**config.mk**
```make
export PLATFORM = sky130hd
export DESIGN_NAME = hilo_div_ctrl
export DESIGN_NICKNAME = d
export VERILOG_FILES = /design/src/rtl/hilo_div_ctrl.sv
export SDC_FILE = /design/constraint.sdc
export NUM_CORES = 1
export LEC_CHECK = 0
export ABC_AREA = 1
export CAP_MARGIN = 30
export CORE_MARGIN = 10
export CORE_UTILIZATION = 45
export CTS_BUF_LIST = sky130_fd_sc_hd__clkbuf_4
export DETAILED_ROUTE_END_ITERATION = 10
export PLACE_DENSITY_LB_ADDON = 0.1
export REMOVE_ABC_BUFFERS = 1
export SKIP_LAST_GASP = 1
export SLEW_MARGIN = 0
export SYNTH_ARGS = -nofsm -noshare
export SYNTH_HDL_FRONTEND = slang
export SYNTH_SLANG_ARGS = --single-unit
```
**constraint.sdc**
```tcl
create_clock -name clk -period 6.03 [get_ports clk]
set_input_delay 1.206 -clock clk [delete_from_list [all_inputs] [get_ports clk]]
set_output_delay 1.206 -clock clk [all_outputs]
set_load 0.05 [all_outputs]
```
**src/rtl/hilo_div_ctrl.sv**
```systemverilog
// hilo_div_ctrl: multi-cycle DIV/DIVU sequencer and HI/LO write arbiter
module hilo_div_ctrl #(
    parameter int DATA_W = 32
) (
    input  logic              clk,
    input  logic              rst,
    input  logic              start_i,
    input  logic              signed_i,
    input  logic              annul_i,
    input  logic [DATA_W-1:0] opdata1_i,
    input  logic [DATA_W-1:0] opdata2_i,
    input  logic              ex_we_i,
    input  logic [DATA_W-1:0] ex_hi_i,
    input  logic [DATA_W-1:0] ex_lo_i,
    output logic              stall_o,
    output logic              busy_o,
    output logic              div_zero_o,
    output logic              hilo_we_o,
    output logic [DATA_W-1:0] hilo_hi_o,
    output logic [DATA_W-1:0] hilo_lo_o
);
    localparam int CW = $clog2(DATA_W);
    typedef enum logic [1:0] {IDLE, ZERO, ON, END} state_t;
    state_t            state_q, state_d;
    logic [CW-1:0]     cnt_q, cnt_d;
    logic [DATA_W-1:0] rem_q, rem_d, quot_q, quot_d, dvs_q, dvs_d;
    logic              qneg_q, qneg_d, rneg_q, rneg_d;
    logic [DATA_W-1:0] abs1, abs2, res_hi, res_lo;
    logic [DATA_W:0]   diff;
    logic              accept, s1, s2;
    assign s1     = signed_i & opdata1_i[DATA_W-1];
    assign s2     = signed_i & opdata2_i[DATA_W-1];
    assign abs1   = s1 ? -opdata1_i : opdata1_i;
    assign abs2   = s2 ? -opdata2_i : opdata2_i;
    assign accept = start_i & ~annul_i;
    assign diff   = {rem_q, quot_q[DATA_W-1]} - {1'b0, dvs_q};
    assign res_hi = rneg_q ? -rem_q : rem_q;
    assign res_lo = qneg_q ? -quot_q : quot_q;
    // state and datapath registers; reset discards any pending result
    always_ff @(posedge clk or posedge rst) begin
        if (rst) begin
            state_q <= IDLE;
            cnt_q   <= '0;
            rem_q   <= '0;
            quot_q  <= '0;
            dvs_q   <= '0;
            qneg_q  <= 1'b0;
            rneg_q  <= 1'b0;
        end else begin
            state_q <= state_d;
            cnt_q   <= cnt_d;
            rem_q   <= rem_d;
            quot_q  <= quot_d;
            dvs_q   <= dvs_d;
            qneg_q  <= qneg_d;
            rneg_q  <= rneg_d;
        end
    end
    // next state: operand capture, one restoring step per ON cycle
    always_comb begin
        state_d = state_q;
        cnt_d   = cnt_q;
        rem_d   = rem_q;
        quot_d  = quot_q;
        dvs_d   = dvs_q;
        qneg_d  = qneg_q;
        rneg_d  = rneg_q;
        case (state_q)
            IDLE: if (accept) begin
                cnt_d = '0;
                dvs_d = abs2;
                if (opdata2_i == '0) begin
                    state_d = ZERO;
                    rem_d   = opdata1_i;
                    quot_d  = '1;
                    qneg_d  = 1'b0;
                    rneg_d  = 1'b0;
                end else begin
                    state_d = ON;
                    rem_d   = '0;
                    quot_d  = abs1;
                    qneg_d  = s1 ^ s2;
                    rneg_d  = s1;
                end
            end
            ON: if (annul_i) state_d = IDLE;
                else begin
                    rem_d   = diff[DATA_W] ? {rem_q[DATA_W-2:0], quot_q[DATA_W-1]} : diff[DATA_W-1:0];
                    quot_d  = {quot_q[DATA_W-2:0], ~diff[DATA_W]};
                    cnt_d   = cnt_q + 1'b1;
                    state_d = (cnt_q == CW'(DATA_W - 1)) ? END : ON;
                end
            ZERO:    state_d = annul_i ? IDLE : END;
            default: state_d = IDLE;
        endcase
    end
    // outputs: divider owns HI/LO in END, EX passes through only in IDLE
    always_comb begin
        stall_o    = ~rst & ((state_q == IDLE & accept) | state_q == ON | state_q == ZERO);
        busy_o     = ~rst & (state_q != IDLE);
        div_zero_o = ~rst & (state_q == ZERO);
        hilo_we_o  = ~rst & ((state_q == END) | (state_q == IDLE & ex_we_i));
        hilo_hi_o  = rst ? '0 : (state_q == END) ? res_hi : (state_q == IDLE) ? ex_hi_i : '0;
        hilo_lo_o  = rst ? '0 : (state_q == END) ? res_lo : (state_q == IDLE) ? ex_lo_i : '0;
    end
endmodule

```
Yosys cells after proc, flatten, opt, wreduce, memory -nomap -nowiden --
Index checks and enable logic that the tools add are counted. W data, S select, Z words.
Storage, ports and cells: bits in registers 105, word-level logic and storage cells 71
Operators by class: add/sub/neg operators 6, equal/unequal tests 6, muxes and demuxes 30, bitwise logic cells 16, reductions and logical operators 6
Operators by type and width (count):
- $mux W32 | 17
- $neg A32 Y32 | 4
- $pmux W32 S2 | 2
- $sub A33 B32 Y33 | 1
- $logic_not A32 Y1 | 1
- $mux W5 | 2
- $pmux W5 S2 | 1
- $and A1 B1 Y1 | 9
- $mux W2 | 4
- $pmux W2 S3 | 1
- $add A5 B1 Y5 const B | 1
- $eq A5 B5 Y1 const B | 1
- $eq A2 B2 Y1 const B | 2
- $ne A2 B2 Y1 const B | 2
- $reduce_bool A2 Y1 | 2
- $mux W1 | 3
- $not A1 Y1 | 3
- $or A1 B1 Y1 | 3
- $reduce_and A3 Y1 | 1
- $eq A2 B1 Y1 const B | 1
- $logic_not A2 Y1 | 1
- $reduce_and A2 Y1 | 1
- $xor A1 B1 Y1 | 1

Logic depth before layout (Yosys ltp) --
depth after elaboration 6, depth in mapped cells 19, depth with buffers taken out 18

Worst setup path after synthesis --
Ideal clock, no wire load.
path kind input to output, start input rst, end output hilo_hi_o[29], data arrival time 4.587 ns, data required time 4.824 ns, setup slack 0.237 ns, stages 5, cells stage by stage clkbuf_1 -> clkbuf_1 -> inv_1 -> nand2_1 -> nor2_1
Between the ends: word-level cells in the longest chain between the ends 1
Ends and longest elaborated chain:
- start, declared | RTL line 6 | input logic rst,
- $mux W32 | RTL line 103 | hilo_hi_o = rst ? '0 : (state_q == END) ? res_hi : (state_q == IDLE) ? ex_hi_i : '0;
- end, declared | RTL line 19 | output logic [DATA_W-1:0] hilo_hi_o,
No other way between the ends.

Worst setup path in the final report --
start register rem_q[0], end output hilo_hi_o[30]
Between the ends: word-level cells in the longest chain between the ends 4
Ends and longest elaborated chain:
- start, declared | RTL line 26 | logic [DATA_W-1:0] rem_q, rem_d, quot_q, quot_d, dvs_q, dvs_d;
- start signal, assigned | RTL line 52 | rem_q <= rem_d;
- $neg A32 Y32 | RTL line 37 | assign res_hi = rneg_q ? -rem_q : rem_q;
- $mux W32 | RTL line 37
- $mux W32 (2 in series) | RTL line 103
No other way between the ends.

==> results.sh <==
export IMPL_layout_common_cells="617 x nand2_1, 376 x inv_1, 230 x nor2_1"
export IMPL_clock_root_buffer="clkbuf_4"
export IMPL_yosys_warnings=0
export IMPL_post_cts_resized=0
export IMPL_synth_avg_cell_area_sq_um=5.63
export IMPL_worstMarginPinSlew_ns=1.01
export IMPL_cts_tree="built"
export IMPL_h_tree_depth=3
export IMPL_p_per_area_nw_per_um2=291
export IMPL_io_pins=202
export IMPL_grt_usage_pct=26.7
export IMPL_fillers=2907
export IMPL_first_global_vias=13323
export IMPL_die_area_sq_um=34300
export IMPL_outcome="finished, final reports clean"
export IMPL_slew_headroom_pct=32.9
export IMPL_layout_drive_gt1_share_pct=3.72
export IMPL_cts_made_buffers=9
export IMPL_clock_path_buffers=2
export IMPL_cts_hold_repair_buffers=0
export IMPL_worstSetupStartpointType="register"
export IMPL_finalWeightedCongestion=0.985
export IMPL_synth_enable_flop_cells=0
export IMPL_max_vdd_ir_drop_mv=0.137
export IMPL_yosysUniqueCellTypes=49
export IMPL_nets=2509
export IMPL_fmax_ghz=0.195
export IMPL_place_area_sq_um=14500
export IMPL_coreArea_sq_um=27000
export IMPL_viasPerCell=5.36
export IMPL_multiInputGateArea_sq_um=7890
export IMPL_dp_hpwl_mm=37.9
export IMPL_crit_chain="inv_1, ha_1, nand3_1, nor2_1, inv_1, nor3_1, nand2_1, nand2_1, a21oi_1, o21ai_0, nand2_1, nor2_1, clkdlybuf4s50_1"
export IMPL_cts_clk_slew_worst_paths_ns=0.20
export IMPL_hold_violations=0
export IMPL_path_max_fanout=4
export IMPL_cp_slowest_cell="clkdlybuf4s50_1"
export IMPL_ys_seq_area_share_pct=21.4
export IMPL_final_area_sq_um=14700
export IMPL_yosys_most_used_dff="dfrtp_1"
export IMPL_finalMaxSlewViolations=0
export IMPL_worstSetupPathType="register to output pin"
export IMPL_cts_sinks=105
export IMPL_grt_pass1_wl_mm=72.7
export IMPL_overflow=0
export IMPL_vias=14384
export IMPL_clock_skew_ns=0.0369
export IMPL_cts_setup_buffers=0
export IMPL_setup_viol=0
export IMPL_routedWlPerCell_microns=17.4
export IMPL_period_needed_ns=5.13
export IMPL_syn_inst=2185
export IMPL_critPathRequiredTime_ns=4.82
export IMPL_min_path_type="register to register"
export IMPL_async_flop_share_pct=100
export IMPL_rsz0062_at_grt="false"
export IMPL_die_w_microns=185
export IMPL_ys_seq_elements=105
export IMPL_synthToLayoutAreaGrowth_pct=19.4
export IMPL_finalCritPeriodShare_pct=85.1
export IMPL_placementRows=60
export IMPL_syn_area_sq_um=12300
export IMPL_io_buffers=201
export IMPL_drc=0
export IMPL_grt_max_degree=68
export IMPL_drt_iter0_drc=1371
export IMPL_drt_wl_total_mm=46.7
export IMPL_grt_antenna_before_repair=1
export IMPL_drv_cap=0
export IMPL_clk_latency_ns=0.51
export IMPL_worstSetupEndpointType="output pin"
export IMPL_dr_pass1_iters=6
export IMPL_p_leak_nw=7.43
export IMPL_cp_arrival_ns=3.93
export IMPL_power_total_mw=4.27
export IMPL_die_y_microns=185
export IMPL_final_seq_area_sq_um=2630
export IMPL_slowest_delay_ns=0.83
export IMPL_antenna_left=0
export IMPL_layout_commonest_cell="nand2_1"
export IMPL_crit_top_cell="nand2_1"
export IMPL_fin_tns_setup_ns=0
export IMPL_initial_core_util_pct=45.6
==> kinds of logic (layout without fill, tap and decap cells) <==
family	count (synthesis)	count (layout)	synth area share (%)
fa+ha+maj	39	39	4.03
compound gates	400	400	17.9
buf+inv	461	617	14.6
other cells	0	2	0
flops	105	105	21.4
xor+xnor	49	49	3.49
simple gates	1131	1131	38.6
==> sequential cells by signal, summed over array words and instances (netlist names) <==
name,flops
qneg_q,1
state_q,2
quot_q,32
rneg_q,1
rem_q,32
cnt_q,5
dvs_q,32
==> cell type report <==
| type | count | share of cell area (%) |
|---|---|---|
| Multi-Input combinational cell | 1619 | 53.8 |
| Sequential cell | 105 | 17.9 |
| Timing Repair Buffer | 217 | 14.6 |
| Inverter | 384 | 9.83 |
| Tap cell | 341 | 2.91 |
| Clock buffer | 10 | 0.511 |
| Clock inverter | 6 | 0.443 |
| Antenna cell | 2 | 0.0341 |
==> where the power goes <==
part           switching [mW]  internal (mW)  total (mW)
Clock                   0.295          0.103       0.398
Sequential              0.224          0.861        1.09
Combinational            1.88          0.905        2.78
Total                    2.40           1.87        4.27
==> metal layers <==
layer  wire length [microns]  global-route usage, %  vias to the layer above
li1                        -                      -                     7246
met1                   21600                   37.7                     6589
met2                   20700                   41.5                      507
met3                    3610                   4.23                       42
met4                     820                   6.14                        0
met5                       0                      0                        -
==> synthesized netlist by cell type (2+ instances only) <==
library cell / number / area share [%]
a311oi_1: 5 / 0.36
buf_4: 8 / 0.49
nand2_2: 6 / 0.31
nor3_2: 2 / 0.16
a31oi_1: 6 / 0.31
nor2_2: 8 / 0.41
inv_2: 4 / 0.12
buf_2: 11 / 0.45
a21oi_2: 20 / 1.4
dfrtp_1: 105 / 21
clkinv_1: 2 / 0.061
a21o_1: 6 / 0.37
o31ai_1: 2 / 0.12
a211oi_1: 7 / 0.43
a22oi_1: 6 / 0.37
and2_1: 2 / 0.10
o21ai_0: 133 / 5.4
nand2_1: 617 / 19
buf_6: 3 / 0.27
nor3b_1: 3 / 0.18
nand3_1: 181 / 7.4
xnor2_1: 4 / 0.28
nor2_1: 231 / 7.0
nor4_1: 8 / 0.41
ha_1: 38 / 3.9
buf_1: 3 / 0.092
o21bai_1: 3 / 0.18
inv_1: 378 / 12
nor3_1: 34 / 1.4
xor2_1: 45 / 3.2
nand3b_1: 5 / 0.31
nand4_1: 23 / 1.2
nand2_4: 2 / 0.18
o211ai_1: 8 / 0.49
a21oi_1: 167 / 6.8
clkbuf_1: 52 / 1.6
o22ai_1: 10 / 0.51
o21ai_1: 25 / 1.0
nand3_2: 2 / 0.16
==> worst max-delay path: cells and delay by family (launching register included) <==
kind            cells  cell delay, ns
simple gates        7            1.25
buf+inv             3            1.09
flops               1            0.46
compound gates      2            0.38
fa+ha+maj           1            0.26
==> final timing paths <==
kind | start | end | slack [ns] | cells past startpoint
worst max register to register | quot_q[31] | rem_q[9] | 2.39 | 17
worst min register to register | dvs_q[13] | dvs_q[13] | 0.51 | 2
max in group asynchronous | rst | rem_q[9] | 3.63 | 3
worst min-delay path | dvs_q[13] | dvs_q[13] | 0.51 | 2
min in group asynchronous | rst | quot_q[25] | 1.05 | 2
worst max-delay path | rem_q[0] | hilo_hi_o[30] | 0.90 | 13
==> metrics by stage <==
stage               utilization [%]  instances  worst slack [ns]  hold slack [ns]
floorplan                         -       2108             0.565            0.453
global placement               53.8       2664              1.67            0.467
detailed placement             53.9       2665              1.61            0.475
CTS                            54.4       2681              1.00            0.520
global route                   54.5       2683             0.656            0.555
finish                         54.5       2684             0.898            0.512
No activity file was read; power rests on OpenSTA's default activity.
